File: config.mk
export PLATFORM = sky130hd
export DESIGN_NAME = mux2_stream_arbiter_flat
export DESIGN_NICKNAME = d
export VERILOG_FILES = /design/src/rtl/mux_pkg.sv /design/src/rtl/mux2_stream_arbiter_if.sv /design/src/rtl/mux2_1.sv /design/src/rtl/mux2_stream_arbiter.sv /design/src/flat_wrapper.sv
export SDC_FILE = /design/constraint.sdc
export NUM_CORES = 1
export LEC_CHECK = 0
export CORE_MARGIN = 10
export CORE_UTILIZATION = 37
export DETAILED_ROUTE_END_ITERATION = 12
export GPL_TIMING_DRIVEN = 0
export PLACE_DENSITY = 0.8
export SLEW_MARGIN = 20
export SYNTH_ARGS = -nofsm -noshare
export SYNTH_HDL_FRONTEND = slang
export SYNTH_SLANG_ARGS = --single-unit
File: constraint.sdc
create_clock -name clk -period 2.19 [get_ports clk]
set_clock_uncertainty 0.05 [all_clocks]
set_input_delay 0.438 -clock clk [delete_from_list [all_inputs] [get_ports clk]]
set_output_delay 0.438 -clock clk [all_outputs]
set_load 0.02 [all_outputs]
File: src/rtl/mux_pkg.sv
// Shared definitions for the two-requester stream arbiter.
//   state_t   : arbiter FSM states (IDLE, GRANT0, GRANT1)
//   GRANT_W   : width of the one-hot grant vector
//   cnt_width : beat-counter width for a given burst cap (never below 1)
package mux_pkg;

    typedef enum logic [1:0] {
        IDLE   = 2'd0,
        GRANT0 = 2'd1,
        GRANT1 = 2'd2
    } state_t;

    localparam int GRANT_W = 2;

    // A cap of 0 means unlimited bursts; the counter then only needs one bit.
    function automatic int cnt_width(input int max_burst);
        int w;
        w = $clog2(max_burst + 1);
        if (w < 1) begin
            w = 1;
        end
        return w;
    endfunction

endpackage

File: src/rtl/mux2_stream_arbiter_if.sv
// Single valid/ready stream bundle.
//   valid : source has a beat on data/last
//   data  : beat payload, WIDTH bits
//   last  : beat is the final one of a packet
//   ready : sink takes the beat this cycle
// Handshake: a beat transfers on every rising clk edge where valid and ready
// are both 1. Nothing transfers otherwise, and the source keeps data/last
// stable while valid is 1 and ready is 0.
// Modports: master drives valid/data/last, slave drives ready.
interface mux2_stream_arbiter_if #(
    parameter int WIDTH = 8
);

    logic             valid;
    logic [WIDTH-1:0] data;
    logic             last;
    logic             ready;

    modport master (output valid, output data, output last, input ready);
    modport slave  (input valid, input data, input last, output ready);

endinterface

File: src/rtl/mux2_1.sv
// One-bit two-input multiplexer cell.
//   y  : output, i0 when s=0, i1 when s=1
//   i0 : input selected by s=0
//   i1 : input selected by s=1
//   s  : select
module mux2_1 (
    output logic y,
    input  logic i0,
    input  logic i1,
    input  logic s
);

    assign y = s ? i1 : i0;

endmodule

File: src/rtl/mux2_stream_arbiter.sv
// Round-robin arbiter sharing one output stream between two requesters.
// A grant is held for a whole packet or until MAX_BURST beats have been
// accepted (MAX_BURST=0: packet-atomic), then handed to the other side.
// Ports:
//   clk, rst_n : clock, asynchronous active-low reset
//   req0, req1 : requester streams (slave side)
//   out        : shared output stream (master side), data via mux2_1 bank
//   sel        : registered mux select, 1 only in GRANT1
//   grant      : registered one-hot grant, 00 in IDLE
//   dbg_state, dbg_cnt, dbg_prio : internal FSM state, beat counter, priority
module mux2_stream_arbiter
    import mux_pkg::*;
#(
    parameter int WIDTH     = 8,
    parameter int MAX_BURST = 4,
    localparam int CNT_W    = cnt_width(MAX_BURST)
) (
    input  logic                 clk,
    input  logic                 rst_n,
    mux2_stream_arbiter_if.slave  req0,
    mux2_stream_arbiter_if.slave  req1,
    mux2_stream_arbiter_if.master out,
    output logic                 sel,
    output logic [GRANT_W-1:0]   grant,
    output state_t               dbg_state,
    output logic [CNT_W-1:0]     dbg_cnt,
    output logic                 dbg_prio
);

    state_t           state;
    state_t           nxt;
    logic             prio;
    logic [CNT_W-1:0] cnt;

    logic             cur_valid;
    logic             cur_last;
    logic             other_valid;
    state_t           other_grant;
    logic             beat;
    logic             cap_hit;
    logic             grant_end;
    logic [WIDTH-1:0] mux_y;

    // View of the currently granted side and its competitor.
    always_comb begin
        cur_valid   = 1'b0;
        cur_last    = 1'b0;
        other_valid = 1'b0;
        other_grant = GRANT0;
        case (state)
            GRANT0: begin
                cur_valid   = req0.valid;
                cur_last    = req0.last;
                other_valid = req1.valid;
                other_grant = GRANT1;
            end
            GRANT1: begin
                cur_valid   = req1.valid;
                cur_last    = req1.last;
                other_valid = req0.valid;
                other_grant = GRANT0;
            end
            default: begin
            end
        endcase
    end

    assign beat      = cur_valid & out.ready;
    assign cap_hit   = (MAX_BURST > 0) && ((int'(cnt) + 1) == MAX_BURST);
    assign grant_end = beat & (cur_last | cap_hit);

    // After a grant ends the other side wins if it is waiting. Otherwise a
    // packet cut short by the burst cap keeps its grant so the remainder can
    // follow without a detour through IDLE; a completed packet returns to IDLE.
    always_comb begin
        nxt = state;
        case (state)
            IDLE: begin
                if (req0.valid && req1.valid) begin
                    nxt = prio ? GRANT1 : GRANT0;
                end else if (req0.valid) begin
                    nxt = GRANT0;
                end else if (req1.valid) begin
                    nxt = GRANT1;
                end
            end
            GRANT0, GRANT1: begin
                if (grant_end) begin
                    if (other_valid) begin
                        nxt = other_grant;
                    end else if (!cur_last) begin
                        nxt = state;
                    end else begin
                        nxt = IDLE;
                    end
                end
            end
            default: nxt = IDLE;
        endcase
    end

    // sel and grant are decoded from the next state so they are registered
    // alongside it and always match the current state.
    always_ff @(posedge clk or negedge rst_n) begin
        if (!rst_n) begin
            state <= IDLE;
            prio  <= 1'b0;
            cnt   <= '0;
            sel   <= 1'b0;
            grant <= '0;
        end else begin
            state <= nxt;
            sel   <= (nxt == GRANT1);
            grant <= {nxt == GRANT1, nxt == GRANT0};
            if (grant_end) begin
                cnt  <= '0;
                prio <= (state == GRANT0);
            end else if (beat) begin
                cnt <= cnt + CNT_W'(1);
            end
        end
    end

    assign out.valid  = cur_valid;
    assign out.last   = cur_last;
    assign req0.ready = (state == GRANT0) & out.ready;
    assign req1.ready = (state == GRANT1) & out.ready;

    for (genvar i = 0; i < WIDTH; i++) begin : g_mux
        mux2_1 u_mux (
            .y  (mux_y[i]),
            .i0 (req0.data[i]),
            .i1 (req1.data[i]),
            .s  (sel)
        );
    end

    assign out.data  = mux_y;
    assign dbg_state = state;
    assign dbg_cnt   = cnt;
    assign dbg_prio  = prio;

endmodule
File: src/flat_wrapper.sv
// flat-port wrapper written by rule: the top's interface ports become plain ports
module mux2_stream_arbiter_flat import mux_pkg::*;
#(
    parameter int WIDTH     = 8,
    parameter int MAX_BURST = 4,
    localparam int CNT_W    = cnt_width(MAX_BURST)
)
  (clk, rst_n, sel, grant, dbg_state, dbg_cnt, dbg_prio, req0_valid, req0_data, req0_last, req0_ready, req1_valid, req1_data, req1_last, req1_ready, out_valid, out_data, out_last, out_ready);
  mux2_stream_arbiter_if #(.WIDTH(WIDTH)) req0_i ();
  mux2_stream_arbiter_if #(.WIDTH(WIDTH)) req1_i ();
  mux2_stream_arbiter_if #(.WIDTH(WIDTH)) out_i ();
  input  logic clk;
  input  logic rst_n;
  output logic sel;
  output logic [GRANT_W-1:0] grant;
  output state_t dbg_state;
  output logic [CNT_W-1:0] dbg_cnt;
  output logic dbg_prio;
  input wire logic [$bits(req0_i.valid)-1:0] req0_valid;
  input wire logic [$bits(req0_i.data)-1:0] req0_data;
  input wire logic [$bits(req0_i.last)-1:0] req0_last;
  output wire logic [$bits(req0_i.ready)-1:0] req0_ready;
  input wire logic [$bits(req1_i.valid)-1:0] req1_valid;
  input wire logic [$bits(req1_i.data)-1:0] req1_data;
  input wire logic [$bits(req1_i.last)-1:0] req1_last;
  output wire logic [$bits(req1_i.ready)-1:0] req1_ready;
  output wire logic [$bits(out_i.valid)-1:0] out_valid;
  output wire logic [$bits(out_i.data)-1:0] out_data;
  output wire logic [$bits(out_i.last)-1:0] out_last;
  input wire logic [$bits(out_i.ready)-1:0] out_ready;
  assign req0_i.valid = req0_valid;
  assign req0_i.data = req0_data;
  assign req0_i.last = req0_last;
  assign req0_ready = req0_i.ready;
  assign req1_i.valid = req1_valid;
  assign req1_i.data = req1_data;
  assign req1_i.last = req1_last;
  assign req1_ready = req1_i.ready;
  assign out_valid = out_i.valid;
  assign out_data = out_i.data;
  assign out_last = out_i.last;
  assign out_i.ready = out_ready;
  mux2_stream_arbiter #(.WIDTH(WIDTH), .MAX_BURST(MAX_BURST)) u_core (.clk(clk), .rst_n(rst_n), .req0(req0_i), .req1(req1_i), .out(out_i), .sel(sel), .grant(grant), .dbg_state(dbg_state), .dbg_cnt(dbg_cnt), .dbg_prio(dbg_prio));
endmodule
==> results.tsv <==
stage	metric	value	unit
power	p_int	0.728	mW
finish	fin_util	0.643	
floorplanning	initial_core_util	0.381	
power	p_leak	0.541	nW
placed_design	finalWeightedCongestion	0.763	
detailed_routing	ant_nets	0	
hold_path	worstHoldPathType	in2async	
clock_network	cts_buffers	3	
floorplanning	coreArea	1920	um^2
sta	relSlewSlack	0.765	
setup_path	cp_slowest_stage_delay	0.44	ns
clock_network	insertion_delay	0.26	ns
clock_network	clkTransAtPathRegs	0.06	ns
detailed_routing	post_drt_via_cell_ratio	4.70	
setup_path	crit_family	flip-flops	
power	p_per_area	1050	nW/um^2
sta	fin_crit_sh	0.965	
global_route	grt_max_degree	10	
global_route	grt_pass1_vias	697	
synthesis	synth-seq-cells	8	
clock_network	cts_sinks	8	
detailed_routing	first_pass_iters	4	
power	switching_power	0.565	mW
detailed_routing	vias	719	
sta	layout_setup_ws	0.0757	ns
global_route	overflow	0	
power	pwr-share-seq	0.216	
clock_network	cts_tree	yes	
setup_path	cp-start-kind	register	
detailed_routing	drt_iter0_markers	25	
placed_design	place_ws	-0.209	ns
clock_network	holdBufCountCts	0	
placed_design	io_buffer_count	42	
setup_path	cp.depth	5	
clock_network	clk_path_buf_depth	2	
setup_path	crit_chain	buf_4, ha_4, a22oi_2, and2b_2, buf_2	
sta	period_needed	2.11	ns
floorplanning	die_h	64.5	um
finish	final_nets	157	
sta	fmax	473	MHz
synthesis	ys.flop_type	dfrtp_1	
synthesis	synth_warnings	0	
global_route	grt_pass1_wl	3540	um
setup_path	critPathRequiredTime	1.70	ns
setup_path	critical_path_arrival	1.63	ns
setup_path	cp_slowest_cell	dfrtp_2	
synthesis	synth.distinct_cells	30	
setup_path	reg2reg_depth	6	
floorplanning	rows	16	
setup_path	crit_type	reg2out	
global_route	track_usage	0.106	
synthesis	syn_area_per_cell	9.27	um^2
detailed_routing	totalWireLength	2270	um
detailed_routing	wire_per_inst	14.8	um
sta	worst_slew_pin_slew	0.351	ns
synthesis	synth_nets	108	
finish	area_delta_synth_final	68.9	%
finish	drive_gt1_frac	0.333	
sta	hold_ws	0.401	ns
finish	antennaDiodeCount	0	
power	p_sw_frac	0.437	
floorplanning	die_area	4160	um^2
flow_run	max_cap_violations	0	
setup_path	path_max_fanout	7	
synthesis	syn-instance-count	79	
sta	finalHoldViolations	0	
power	fin_total_pwr	1.29	mW
synthesis	synth_seq_area_share	0.274	
detailed_routing	drcViolationCount	0	
clock_network	root_buffer	clkbuf_4	
synthesis	async_flop_share	1.00	
setup_path	cp_num_buf_inv	2	
placed_design	dp_hpwl	1880	um
floorplanning	pin_count	44	
power	clkPwrFrac	0.088	
sta	rsz0062_at_grt	no	
floorplanning	die-width	64.5	um
status	status	complete, no violations	
power	ir_drop	0.565	mV
synthesis	synth_edf_count	0	
setup_path	end_kind	primary output	
sta	finalSetupViolations	0	
synthesis	syn_area	732	um^2
sta	maxSlewViolCount	0	
global_route	antenna_found_initial	0	
clock_network	htree_levels	1	
power	combinationalPowerShare	0.696	
[final timing paths]
check | startpoint | end | slack [ns]
worst max register to register | u_core.dbg_state[0]$_DFF_PN0_ | u_core.dbg_prio$_DFFE_PN0P_ | 0.16
worst min register to register | u_core.dbg_cnt[1]$_DFFE_PN0P_ | u_core.dbg_cnt[1]$_DFFE_PN0P_ | 0.45
worst max-delay path | u_core.dbg_state[1]$_DFF_PN0_ | out_last | 0.08
max in group asynchronous | rst_n | u_core.dbg_state[0]$_DFF_PN0_ | 1.40
min in group clk | u_core.dbg_cnt[1]$_DFFE_PN0P_ | u_core.dbg_cnt[1]$_DFFE_PN0P_ | 0.45
worst min-delay path | rst_n | u_core.dbg_cnt[1]$_DFFE_PN0P_ | 0.40
[synthesized netlist by cell type, types with 2 or more instances]
cell type / number / area, um^2
buf_4: 9 / 67.6
mux2_2: 9 / 101
dfrtp_1: 8 / 200
nand2_1: 7 / 26.3
ha_1: 6 / 75.1
nor2_1: 6 / 22.5
o21ai_0: 4 / 20.0
a21oi_1: 2 / 10.0
a22oi_1: 2 / 15.0
and2_1: 2 / 12.5
and2b_2: 2 / 17.5
inv_1: 2 / 7.51
nand2b_1: 2 / 12.5
o211ai_1: 2 / 15.0
[final cells by class]
cell class / instances / area (um^2)
fillers: 154 / 686
multi-input cells: 58 / 475
repair buffers: 45 / 420
flip-flops and latches: 8 / 204
plain buffers: 10 / 72.6
well taps: 27 / 33.8
clock buffers: 3 / 22.5
inverters: 2 / 7.51
[registers in the layout (all words and copies together) (netlist names)]
name,count
u_core.dbg_state,2
u_core.dbg_cnt,3
u_core.grant,2
u_core.dbg_prio,1
[placed cells by master, fill, tap and decap left out, types with 2 or more instances in the layout]
cell type / count
clkbuf_4: 3
mux2_2: 9
dfrtp_1: 5
nor2_1: 6
clkdlybuf4s50_1: 30
and2_1: 2
a21oi_1: 2
dfrtp_2: 3
o211ai_1: 2
nand2b_1: 2
and2b_2: 2
buf_2: 2
nand2_1: 7
o21ai_0: 4
ha_4: 2
a22oi_1: 2
inv_1: 2
dlygate4sd2_1: 10
buf_4: 12
ha_1: 3
[per-layer routing]
metal	track usage	share of wire	vias to the layer above
met4	0.0508	0.019	0
met5	0	0	-
met1	0.110	0.38	330
li1	-	-	362
met2	0.186	0.54	23
met3	0.0361	0.060	4
[what timing repair did]
action | CTS | global route
setup endpoints to repair | 12 | 2
pin swaps | 1 | 1
cloned | 0 | 0
setup buffers | 1 | 2
gates resized for setup | 21 | 4
[cells by family after synthesis]
group,after synthesis,share of synthesized area
buffers and inverters,13,0.115
adders and majority gates,6,0.103
and+or+nand+nor,27,0.209
AOI/OAI and AO/OA,16,0.162
muxes,9,0.138
DFF,8,0.274
[power groups by stage]
stage	logic (mW)	clock network, mW	registers (mW)
floorplan	0.486	0	0.321
global placement	0.870	0	0.262
detailed placement	0.884	0	0.265
CTS	0.851	0.120	0.279
global route	0.986	0.128	0.291
finish	0.900	0.113	0.280
[per-stage QoR]
stage | setup TNS, ns | instances | instance area (um^2)
after floorplan | 0 | 79 | 732
after global placement | -0.730 | 148 | 1190
after detailed placement | -0.913 | 148 | 1190
after CTS | 0 | 151 | 1200
after global routing | 0 | 153 | 1240
final | 0 | 153 | 1240
No activity file was read; power rests on OpenSTA's default activity.
==> RTL edit (config.mk and constraints unchanged) <==
`MAX_BURST` is set to 4 in 2 places; all go to 5.
--- a/src/rtl/mux2_stream_arbiter.sv
+++ b/src/rtl/mux2_stream_arbiter.sv
@@ -12,7 +12,7 @@
     import mux_pkg::*;
 #(
     parameter int WIDTH     = 8,
-    parameter int MAX_BURST = 4,
+    parameter int MAX_BURST = 5,
     localparam int CNT_W    = cnt_width(MAX_BURST)
 ) (
     input  logic                 clk,
--- a/src/flat_wrapper.sv
+++ b/src/flat_wrapper.sv
@@ -2,7 +2,7 @@
 module mux2_stream_arbiter_flat import mux_pkg::*;
 #(
     parameter int WIDTH     = 8,
-    parameter int MAX_BURST = 4,
+    parameter int MAX_BURST = 5,
     localparam int CNT_W    = cnt_width(MAX_BURST)
 )
   (clk, rst_n, sel, grant, dbg_state, dbg_cnt, dbg_prio, req0_valid, req0_data, req0_last, req0_ready, req1_valid, req1_data, req1_last, req1_ready, out_valid, out_data, out_last, out_ready);
Formal check against the unedited RTL: not equivalent (a bounded check fails within 10 cycles, from zero or initial values and one cycle with rst_n low).
==> RTL edit against the original RTL <==
Sequential cell count stayed put; wire length increased by 17%; maximum frequency fell by 0.16%; total power up 25%; final area is 14% higher; combinational power up 36%; synthesized area up 16%; setup slack worse by 0.0034 ns.
==> RTL edit: results (changes against the original RTL) <==
Outcome
  – Run status: completed

Placement
  – Port bufs: 43 (+2.4%)
  – Global placer's final weighted congestion: 0.878 (+15%)
  – Pre-CTS WS: -0.309 ns (-0.0996 ns)
  – HPWL Detailed: 2130 um (+14%)

Final layout
  – Clock-cell share: 1.59% (-0.23 points)
  – Comb_multi_in: 64 (+10%)

Worst setup path
  – FF-to-FF Start: u_core.dbg_state[1]$_DFF_PN0_
  – CP max FO: 8 (+1)

Route
  – WL final: 2660 um (+17%)
  – Violation count after the first detailed-routing iteration: 18 (-28%)
  – Met3 WL post-DR: 308 um (+120%)
  – WL met2: 1190 um (-3.0%)

Global routing
  – Vias in the first global route: 831 (+19%)
  – Grt met3 use: 5.22% (+1.6 points)
  – First-pass GRT wire length: 3970 um (+12%)
  – GRT Util Overall: 10.9% (+0.27 points)
  – Largest net degree at the start of global routing: 11 (+1)

Synthesis
  – Mapped Area: 850 um^2 (+16%)
  – Post-Syn Instances: 89 (+13%)
  – Syn nets: 119 (+10%)
  – Seq/Total Area, Yosys: 23.6% (-3.8 points)

STA
  – Fin worst setup slack: 0.0724 ns (-0.00340 ns)
  – WHS: 0.408 ns (+0.00746 ns)

Pwr
  – Leakage: 0.605 nW (+12%)
[RTL edit: cell families (layout without fill, tap and decap cells)]
| logic type | after synthesis | count (layout) | share of synthesized area [%] |
|---|---|---|---|
| simple gates | 24 | 24 | 17.5 |
| fa+ha+maj | 7 | 7 | 10.3 |
| flops | 8 | 8 | 23.6 |
| mux | 9 | 9 | 11.9 |
| compound gates | 24 | 24 | 25.2 |
| buf+inv | 17 | 67 | 11.5 |
[RTL edit: repair_timing]
item / in CTS / in global routing
gates resized for setup: 25 / 7
buffers inserted: 3 / 2
hold buffers: 0 / 0
setup endpoints to repair: 12 / 2
[RTL edit: worst max-delay path, delay by kind of cell (launching register included)]
family	cells	cell delay, ns
adders and majority gates	1	0.32
buffers and inverters	3	0.48
DFF	1	0.42
and+or+nand+nor	1	0.16
[RTL edit: report_power, final]
group	leakage, nW	switching [mW]	internal, mW
Combinational	0.491	0.609	0.608
Sequential	0.101	0.0797	0.210
Clock	0.0138	0.0489	0.0626
Total	0.605	0.738	0.880
